--- config.mk ---
export PLATFORM = sky130hd
export DESIGN_NAME = retospect_lif_core
export DESIGN_NICKNAME = d
export VERILOG_FILES = /design/src/rtl/retospect_lif_core.sv
export SDC_FILE = /design/constraint.sdc
export NUM_CORES = 1
export LEC_CHECK = 0
export ABC_AREA = 1
export CORE_UTILIZATION = 51
export CTS_CLUSTER_SIZE = 20
export DETAILED_ROUTE_END_ITERATION = 8
export HOLD_SLACK_MARGIN = 0.06
export PLACE_DENSITY = 0.79
export SYNTH_ARGS = -nofsm -noshare
export SYNTH_HDL_FRONTEND = slang
export SYNTH_SLANG_ARGS = --single-unit
--- constraint.sdc ---
create_clock -name clk -period 9.5 [get_ports clk]
set_input_delay 0.95 -clock clk [delete_from_list [all_inputs] [get_ports clk]]
set_output_delay 0.95 -clock clk [all_outputs]
set_load 0.05 [all_outputs]
--- src/rtl/retospect_lif_core.sv ---
// Leaky integrate-and-fire core: saturating signed membrane potential, clockbus-driven leak, spike with refractory window.
// Latency: spike_in sampled at edge N drives spike_out and pot_out after edge N (one register stage).
// Backpressure: none; config_en freezes all state and suppresses spikes, reset_nn clears the network state.
module retospect_lif_core #(
  parameter int POT_W          = 6,
  parameter int REFRACT_CYCLES = 2
) (
  input  logic             clk,
  input  logic             reset,
  input  logic             reset_nn,
  input  logic             config_en,
  input  logic [2:0]       w1,
  input  logic [2:0]       w2,
  input  logic [2:0]       w3,
  input  logic [2:0]       w4,
  input  logic [3:0]       uT,
  input  logic [2:0]       decay_sel,
  input  logic [7:0]       clockbus,
  input  logic [3:0]       spike_in,
  output logic             spike_out,
  output logic [POT_W-1:0] pot_out,
  output logic             busy
);

  // Arithmetic width: one guard bit above the larger of the potential and the
  // synaptic sum (-16..+12 needs 5 bits), plus one more so leak+sum never wraps
  // before saturation, even for narrow POT_W builds.
  localparam int EXT_W = ((POT_W > 5) ? POT_W : 5) + 2;
  localparam int CNT_W = (REFRACT_CYCLES > 1) ? $clog2(REFRACT_CYCLES + 1) : 1;

  localparam logic signed [EXT_W-1:0] POT_MAX = EXT_W'((1 <<< (POT_W - 1)) - 1);
  localparam logic signed [EXT_W-1:0] POT_MIN = EXT_W'(-(1 <<< (POT_W - 1)));

  typedef enum logic {
    ST_INTEGRATE = 1'b0,
    ST_REFRACT   = 1'b1
  } state_t;

  state_t                   state_q, state_d;
  logic signed [POT_W-1:0]  pot_q, pot_d;
  logic [CNT_W-1:0]         cnt_q, cnt_d;
  logic                     spike_q, spike_d;

  logic                     tick;
  logic signed [EXT_W-1:0]  syn_sum;
  logic signed [EXT_W-1:0]  pot_ext;
  logic signed [EXT_W-1:0]  leaked;
  logic signed [EXT_W-1:0]  raw;
  logic signed [EXT_W-1:0]  sat;
  logic signed [EXT_W-1:0]  thr;
  logic                     fire;

  function automatic logic signed [EXT_W-1:0] sext_w(input logic [2:0] w);
    return {{(EXT_W-3){w[2]}}, w};
  endfunction

  // Leak tick is a level taken straight from the selected clockbus line.
  assign tick    = clockbus[decay_sel];
  assign pot_ext = {{(EXT_W-POT_W){pot_q[POT_W-1]}}, pot_q};
  assign thr     = {{(EXT_W-4){1'b0}}, uT};

  // Gated synaptic sum, leak toward zero, then saturate into the potential range.
  always_comb begin
    syn_sum = '0;
    if (spike_in[0]) syn_sum = syn_sum + sext_w(w1);
    if (spike_in[1]) syn_sum = syn_sum + sext_w(w2);
    if (spike_in[2]) syn_sum = syn_sum + sext_w(w3);
    if (spike_in[3]) syn_sum = syn_sum + sext_w(w4);

    leaked = pot_ext;
    if (tick && (pot_ext > 0))      leaked = pot_ext - EXT_W'(1);
    else if (tick && (pot_ext < 0)) leaked = pot_ext + EXT_W'(1);

    raw = leaked + syn_sum;
    if (raw > POT_MAX)      sat = POT_MAX;
    else if (raw < POT_MIN) sat = POT_MIN;
    else                    sat = raw;

    fire = (sat >= thr);
  end

  // State register: full reset here, everything else comes from next-state logic.
  always_ff @(posedge clk) begin
    if (reset) begin
      state_q <= ST_INTEGRATE;
      pot_q   <= '0;
      cnt_q   <= '0;
      spike_q <= 1'b0;
    end else begin
      state_q <= state_d;
      pot_q   <= pot_d;
      cnt_q   <= cnt_d;
      spike_q <= spike_d;
    end
  end

  // Next-state: network reset, then configuration freeze, then integrate/refract.
  always_comb begin
    state_d = state_q;
    pot_d   = pot_q;
    cnt_d   = cnt_q;
    spike_d = 1'b0;
    if (reset_nn) begin
      state_d = ST_INTEGRATE;
      pot_d   = '0;
      cnt_d   = '0;
    end else if (!config_en) begin
      case (state_q)
        ST_INTEGRATE: begin
          if (fire) begin
            spike_d = 1'b1;
            pot_d   = '0;
            if (REFRACT_CYCLES > 0) begin
              state_d = ST_REFRACT;
              cnt_d   = CNT_W'(REFRACT_CYCLES);
            end
          end else begin
            pot_d = sat[POT_W-1:0];
          end
        end
        ST_REFRACT: begin
          // Counter value 1 marks the last ignored cycle.
          pot_d = '0;
          if (cnt_q <= CNT_W'(1)) begin
            state_d = ST_INTEGRATE;
            cnt_d   = '0;
          end else begin
            cnt_d = cnt_q - CNT_W'(1);
          end
        end
        default: begin
          state_d = ST_INTEGRATE;
          pot_d   = '0;
          cnt_d   = '0;
        end
      endcase
    end
  end

  // Outputs: registered spike and potential, busy decoded from state.
  always_comb begin
    spike_out = spike_q;
    pot_out   = pot_q;
    busy      = (state_q == ST_REFRACT);
  end

endmodule
Yosys cells after proc, flatten, opt, wreduce, memory -nomap -nowiden
Index checks and enable logic that the tools add are counted.
{"block": "word_totals", "elab_cells": 44, "in_bits": 35, "ff_bits": 10, "out_inout_bits": 8}
{"block": "classes", "addsub": 7, "magnitude_cmp": 7, "n_eq_ne": 1, "reduce_logical": 5, "n_mux": 18, "bitwise_logic": 2}
{"operator": "$mux W8", "n": 8}
{"operator": "$add A8 B3 Y8", "n": 3}
{"operator": "$pmux W6 S2", "n": 1}
{"operator": "$add A8 B8 Y8", "n": 1}
{"operator": "$ge A8 B5 Y1", "n": 1}
{"operator": "$gt A8 B6 Y1 const B", "n": 1}
{"operator": "$lt A8 B6 Y1 const B", "n": 1}
{"operator": "$add A6 B2 Y7 const B", "n": 1}
{"operator": "$sub A6 B2 Y7 const B", "n": 1}
{"operator": "$gt A6 B1 Y1 const B", "n": 1}
{"operator": "$lt A6 B1 Y1 const B", "n": 1}
{"operator": "$mux W6", "n": 1}
{"operator": "$lt A3 B4 Y1 const B", "n": 1}
{"operator": "$mux W2", "n": 2}
{"operator": "$pmux W2 S2", "n": 1}
{"operator": "$reduce_or A4 Y1", "n": 1}
{"operator": "$bmux W1 S3", "n": 1}
{"operator": "$mux W1", "n": 3}
{"operator": "$le A2 B1 Y1 const B", "n": 1}
{"operator": "$logic_and A1 B1 Y1", "n": 2}
{"operator": "$ne A2 B2 Y1 const B", "n": 1}
{"operator": "$not A1 Y1", "n": 2}
{"operator": "$pmux W1 S2", "n": 1}
{"operator": "$reduce_and A2 Y1", "n": 1}
{"operator": "other kinds (2)", "n": 2}

Logic depth before layout (Yosys ltp)
Gate-level depths: netlist of run 1.
{"block": "logic_depth", "depth_word": 14, "depth_mapped": 49, "depth_no_buf": 49}

Least setup slack after synthesis of run 1
OpenSTA, ideal clock, no wires.
{"block": "synth_path", "path_type": "input to register", "from": "input w1[0]", "to": "register pot_q[4] (netlist: pot_out[4])", "stages": 43, "arrival_ns": 6.999, "setup_slack_ns": 2.431, "path_buffers": 0, "cell_sequence": "nand2_1 inv_1 ha_1 ha_1 or2_2 inv_1 fa_1 inv_1 o21ai_0 inv_1 ha_1 or2_1 nand2_1 xor2_1 o21ai_0 ha_1 a21oi_1 o21ai_0 [... 7 more ...] a21oi_1 o21ai_0 a31oi_1 nand3_2 nand2_1 inv_1 ha_1 o21ai_0 inv_1 ha_1 o21a_1 o211ai_1 nand4_1 o21ai_2 nand2_2 clkinv_2 nand3b_1 a21oi_1"}
{"block": "synth_via", "elab_chain_cells": 14}
{"item": "start: declaration", "line": "12", "rtl": "input logic [2:0] w1,"}
{"item": "$mux W8 (*)", "line": "65", "rtl": "if (spike_in[0]) syn_sum = syn_sum + sext_w(w1);"}
{"item": "$add A8 B3 Y8", "line": "66", "rtl": "if (spike_in[1]) syn_sum = syn_sum + sext_w(w2);"}
{"item": "$mux W8 (*)", "line": "66"}
{"item": "$add A8 B3 Y8", "line": "67", "rtl": "if (spike_in[2]) syn_sum = syn_sum + sext_w(w3);"}
{"item": "$mux W8 (*)", "line": "67"}
{"item": "$add A8 B3 Y8", "line": "68", "rtl": "if (spike_in[3]) syn_sum = syn_sum + sext_w(w4);"}
{"item": "$mux W8 (*)", "line": "68"}
{"item": "$add A8 B8 Y8 (*)", "line": "74", "rtl": "raw = leaked + syn_sum;"}
{"item": "$lt A8 B6 Y1", "line": "76", "rtl": "else if (raw < POT_MIN) sat = POT_MIN;"}
{"item": "$mux W8", "line": "76"}
{"item": "$mux W8 (*)", "line": "75", "rtl": "if (raw > POT_MAX) sat = POT_MAX;"}
{"item": "$ge A8 B5 Y1", "line": "79", "rtl": "fire = (sat >= thr);"}
{"item": "$mux W6 (*)", "line": "110", "rtl": "if (fire) begin"}
{"item": "$pmux W6 S2 (*)", "line": "108", "rtl": "case (state_q)"}
{"item": "end signal: assignment", "line": "91", "rtl": "pot_q <= pot_d;"}
{"item": "end: declaration", "line": "40", "rtl": "logic signed [POT_W-1:0] pot_q, pot_d;"}
Every way passes the cells marked *; elsewhere a longest branch is shown, timed or not.
A chain may end at the register's enable or synchronous reset.

Worst setup path in the final report of run 1
{"block": "layout_path", "from": "input spike_in[0]", "to": "register cnt_q[0]"}
{"block": "layout_via", "elab_chain_cells": 14}
{"item": "start: declaration", "line": "19", "rtl": "input logic [3:0] spike_in,"}
{"item": "$mux W8 (*)", "line": "65"}
{"item": "$add A8 B3 Y8", "line": "66"}
{"item": "$mux W8 (*)", "line": "66"}
{"item": "$add A8 B3 Y8", "line": "67"}
{"item": "$mux W8 (*)", "line": "67"}
{"item": "$add A8 B3 Y8", "line": "68"}
{"item": "$mux W8 (*)", "line": "68"}
{"item": "$add A8 B8 Y8 (*)", "line": "74"}
{"item": "$lt A8 B6 Y1", "line": "76"}
{"item": "$mux W8", "line": "76"}
{"item": "$mux W8 (*)", "line": "75"}
{"item": "$ge A8 B5 Y1 (*)", "line": "79"}
{"item": "$ne A2 B2 Y1 (no source line) (*)"}
{"item": "$reduce_and A2 Y1 (no source line) (*)"}
{"item": "end signal: assignment", "line": "92", "rtl": "cnt_q <= cnt_d;"}
{"item": "end: declaration", "line": "41", "rtl": "logic [CNT_W-1:0] cnt_q, cnt_d;"}
Marked as above.

==> metrics.md, run 1 <==
| Metric | Value |
|---|---|
| Top-area cell type share of the netlist area | 17.5% |
| Final period util | 85.5% |
| Buffers on Ports | 42 |
| CTS tree | yes |
| Final antenna-violating net count | 0 |
| P_int | 241 uW |
| Leak Pwr | 0.00140 uW |
| Syn avg cell area | 6.19 um^2 |
| Hold Fails Final Rpt | 0 |
| IO Count | 43 |
| Final Worst Setup Slack | 1.37 ns |
| Synthesized flop and latch total | 10 |
| CTS buffer count | 3 |
| Normalized max-slew margin | 67.2% |
| Max cap viols | 0 |
| Die height | 67.9 um |
| P per Cell Area | 186 nW/um^2 |
| Reg clk slew, reported paths | 0.04 ns |
| Ys Warns | 0 |
| Starting Density | 54.2% |
| TNS Setup | 0 ns |
| Post-DP HPWL | 4.23 mm |
| R2R cell count | 28 |
| Reg2reg setup slack | 4.40 ns |
| Die area | 4610 um^2 |
| CTS H-Tree Depth | 1 |
| Rows | 23 |
| Max clock buf depth | 2 |
| HP Start | cnt_q[1]$_SDFFE_PP0P_ |
| Fin nets | 471 |
| Initial drt markers | 79 |
| Largest stage delay on the critical path | 0.49 ns |
| Post-synth EDFFs | 0 |
| Worst skew pair latency | 0.23 ns |
| Final setup violation count | 0 |
| Core area | 4090 um^2 |
| End of the worst register-to-register path | cnt_q[0]$_SDFFE_PP0P_ |
| Hold path depth | 2 |
| Gate power share | 78.6% |
| N_diodes | 0 |
| Drt total wl | 4.93 mm |
| Sequential power share | 11.1% |
| Min cycle time layout | 8.13 ns |
| Synth unique cells | 38 |
| Synthesized area | 2220 um^2 |
| Sequential-to-total area share from yosys stat | 9.03% |
| Synthesized instance count | 358 |
| Via count | 2318 |
| Sw power | 267 uW |
| Async S/R FF share, synth | 0% |
| RSZ-0062 raised after global routing | no |
| Required @ worst endpoint | 9.65 ns |
| Ys flop type | dfxtp_1 |
| Crit path capture type | register |
| Largest net degree at the start of global routing | 13 |
| Startpoint Class | input port |
| Status | finished, final reports clean |
| Clk pwr share | 10.3% |
| Syn nets | 429 |
| Cell repeated most along the worst path | nand2_1 |
| Routed len/inst | 11.0 um |
| Number of setup buffers added after CTS | 0 |
| Post_cts resized | 0 |
| Area leader, netlist | ha_1 |
| Pins Over Slew Limit | 0 |
| Post-CTS Hold Buffers | 0 |
| Global route total overflow | 0 |
| Remaining DRCs | 0 |
| Initial antenna violation count | 0 |
| WP data arrival | 8.28 ns |
| CTS root buf | clkbuf_8 |
| GRT Util Overall | 23.2% |
| Hold Crit Class | reg -> reg |
| First-pass GRT wire length | 8.60 mm |
| Skew final | 0.00386 ns |
| Crit path kind | in -> reg |
| Beginning of the worst register-to-register path | pot_out[0]$_SDFFE_PP0N_ |
| Area contributors post-synth | ha_1 18%, nand2_1 14%, inv_1 10% |
| Vias per inst | 5.16 |
| Slowest cell on crit path | clkdlybuf4s50_1 |
| Critical path peak fanout | 6 |
| Worst hold endpoint | cnt_q[1]$_SDFFE_PP0P_ |
| Worst-Margin Slew | 0.490 ns |
| Clk sinks | 10 |
| Sw Ratio | 52.5% |
| IR drop worst, VDD | 0.165 mV |
| Pre-CTS WS | 1.23 ns |
| Layout cells sized above 1 | 6.77% |
| Drt first pass iters | 4 |
| Hold WS | 0.486 ns |
| Die X | 67.9 um |
| Gpl congestion | 0.867 |
| Area delta synth->final | 23.2% |
| Vias in the first global route | 2115 |
| Fmax | 123 MHz |
[metrics by stage]
| step | util [%] | total power, uW | area [um^2] | std cells |
|---|---|---|---|---|
| floorplan | - | 367 | 2220 | 358 |
| global placement | 65.4 | 444 | 2670 | 445 |
| detailed placement | 65.4 | 452 | 2670 | 445 |
| CTS | 66.8 | 507 | 2730 | 449 |
| global route | 66.8 | 566 | 2730 | 449 |
| finish | 66.8 | 508 | 2730 | 449 |
[registers in the layout, summed over array words and instances (netlist names)]
name and count:
pot_out 6, cnt_q 2, busy 1, spike_out 1
[cell families (layout without fill, tap and decap cells)]
group                      Yosys count  count (layout)  synth area share, %
AOI/OAI and AO/OA                   66              66                 17.2
and+or+nand+nor                    164             164                 34.0
adders and majority gates           36              36                 22.0
xor gates and xnor gates            14              14                 5.87
DFF                                 10              10                 9.03
buffers and inverters               68             109                 11.9
[placed cells by master, fill, tap and decap left out]
cell type	instances
nand2_4	3
xor2_2	1
clkinv_2	1
ha_1	31
nand3_4	1
a31oi_1	4
dfxtp_1	10
nand3_2	4
nor3_1	1
inv_2	1
a32o_1	1
o21ai_2	1
a21boi_0	1
nand3b_1	1
o21ai_0	25
fa_1	5
nand2_1	83
nand2_2	7
nand4_1	5
clkbuf_8	4
a311oi_1	1
clkdlybuf4s50_1	42
o21a_1	1
o221ai_1	1
xor2_1	9
a21oi_2	2
or2_2	2
or2_1	1
and2_1	1
nor2_1	29
o21ai_1	3
nand3_1	26
xnor2_1	4
o211ai_1	5
a21oi_1	20
inv_1	61
o41ai_1	1
[power by group through the flow]
| stage | clock [uW] | sequential (uW) | combinational [uW] |
|---|---|---|---|
| final | 52.3 | 56.6 | 399 |
| after global routing | 55.5 | 57.3 | 453 |
| after CTS | 52.9 | 56.3 | 398 |
| after detailed placement | 0 | 56.9 | 395 |
| after global placement | 0 | 57.0 | 387 |
| after floorplan | 0 | 71.1 | 295 |
[critical path, delay by kind of cell]
kind                     cells  cell delay, ns
adder cells (fa/ha/maj)      7            2.32
buffers and inverters        7            0.84
XOR/XNOR                     2            0.28
AND/OR/NAND/NOR             16            1.71
AO/OA/AOI/OAI               13            2.20
[Yosys cell counts (all sizes together) (2+ instances only)]
library cell	n
nand2	93
inv	62
ha	31
nand3	31
nor2	29
o21ai	29
a21oi	22
dfxtp	10
xor2	10
fa	5
nand4	5
o211ai	5
a31oi	4
xnor2	4
buf	3
or2	3
clkbuf	2
[area by class of cell]
| class | count | area (um^2) |
|---|---|---|
| well taps | 50 | 62.6 |
| repair buffers | 42 | 420 |
| fillers | 389 | 1360 |
| clock buffers | 4 | 55.1 |
| flip-flops and latches | 10 | 200 |
| multi-input cells | 280 | 1750 |
| inverters | 63 | 238 |
[metal layers]
layer  vias up  GRT usage, %  part of all wire, %
met5         -             0                    0
met4         0             0                    0
met3         0          2.00                  3.4
met2        43          40.7                   44
met1      1023          32.5                   52
li1       1252             -                    -
[worst max-delay path by stage]
| stage | cells after the start | startpoint | end | slack [ns] |
|---|---|---|---|---|
| final | 45 | spike_in[0] | cnt_q[0]$_SDFFE_PP0P_ | 1.37 |
| after global routing | 45 | spike_in[0] | cnt_q[0]$_SDFFE_PP0P_ | 0.51 |
| after CTS | 45 | spike_in[0] | cnt_q[0]$_SDFFE_PP0P_ | 1.41 |
| after detailed placement | 45 | spike_in[0] | pot_out[3]$_SDFFE_PP0N_ | 1.23 |
| after global placement | 45 | spike_in[0] | pot_out[3]$_SDFFE_PP0N_ | 1.45 |
| after floorplan | 43 | w1[0] | pot_out[4]$_SDFFE_PP0N_ | 2.43 |
(Power assumes the default switching activity.)
==> run 2: changes to the inputs <==
CTS_CLUSTER_DIAMETER = 150   (was not set)
==> results of run 2 <==
The final DEF is identical to that of run 1; final timing and power are the same.
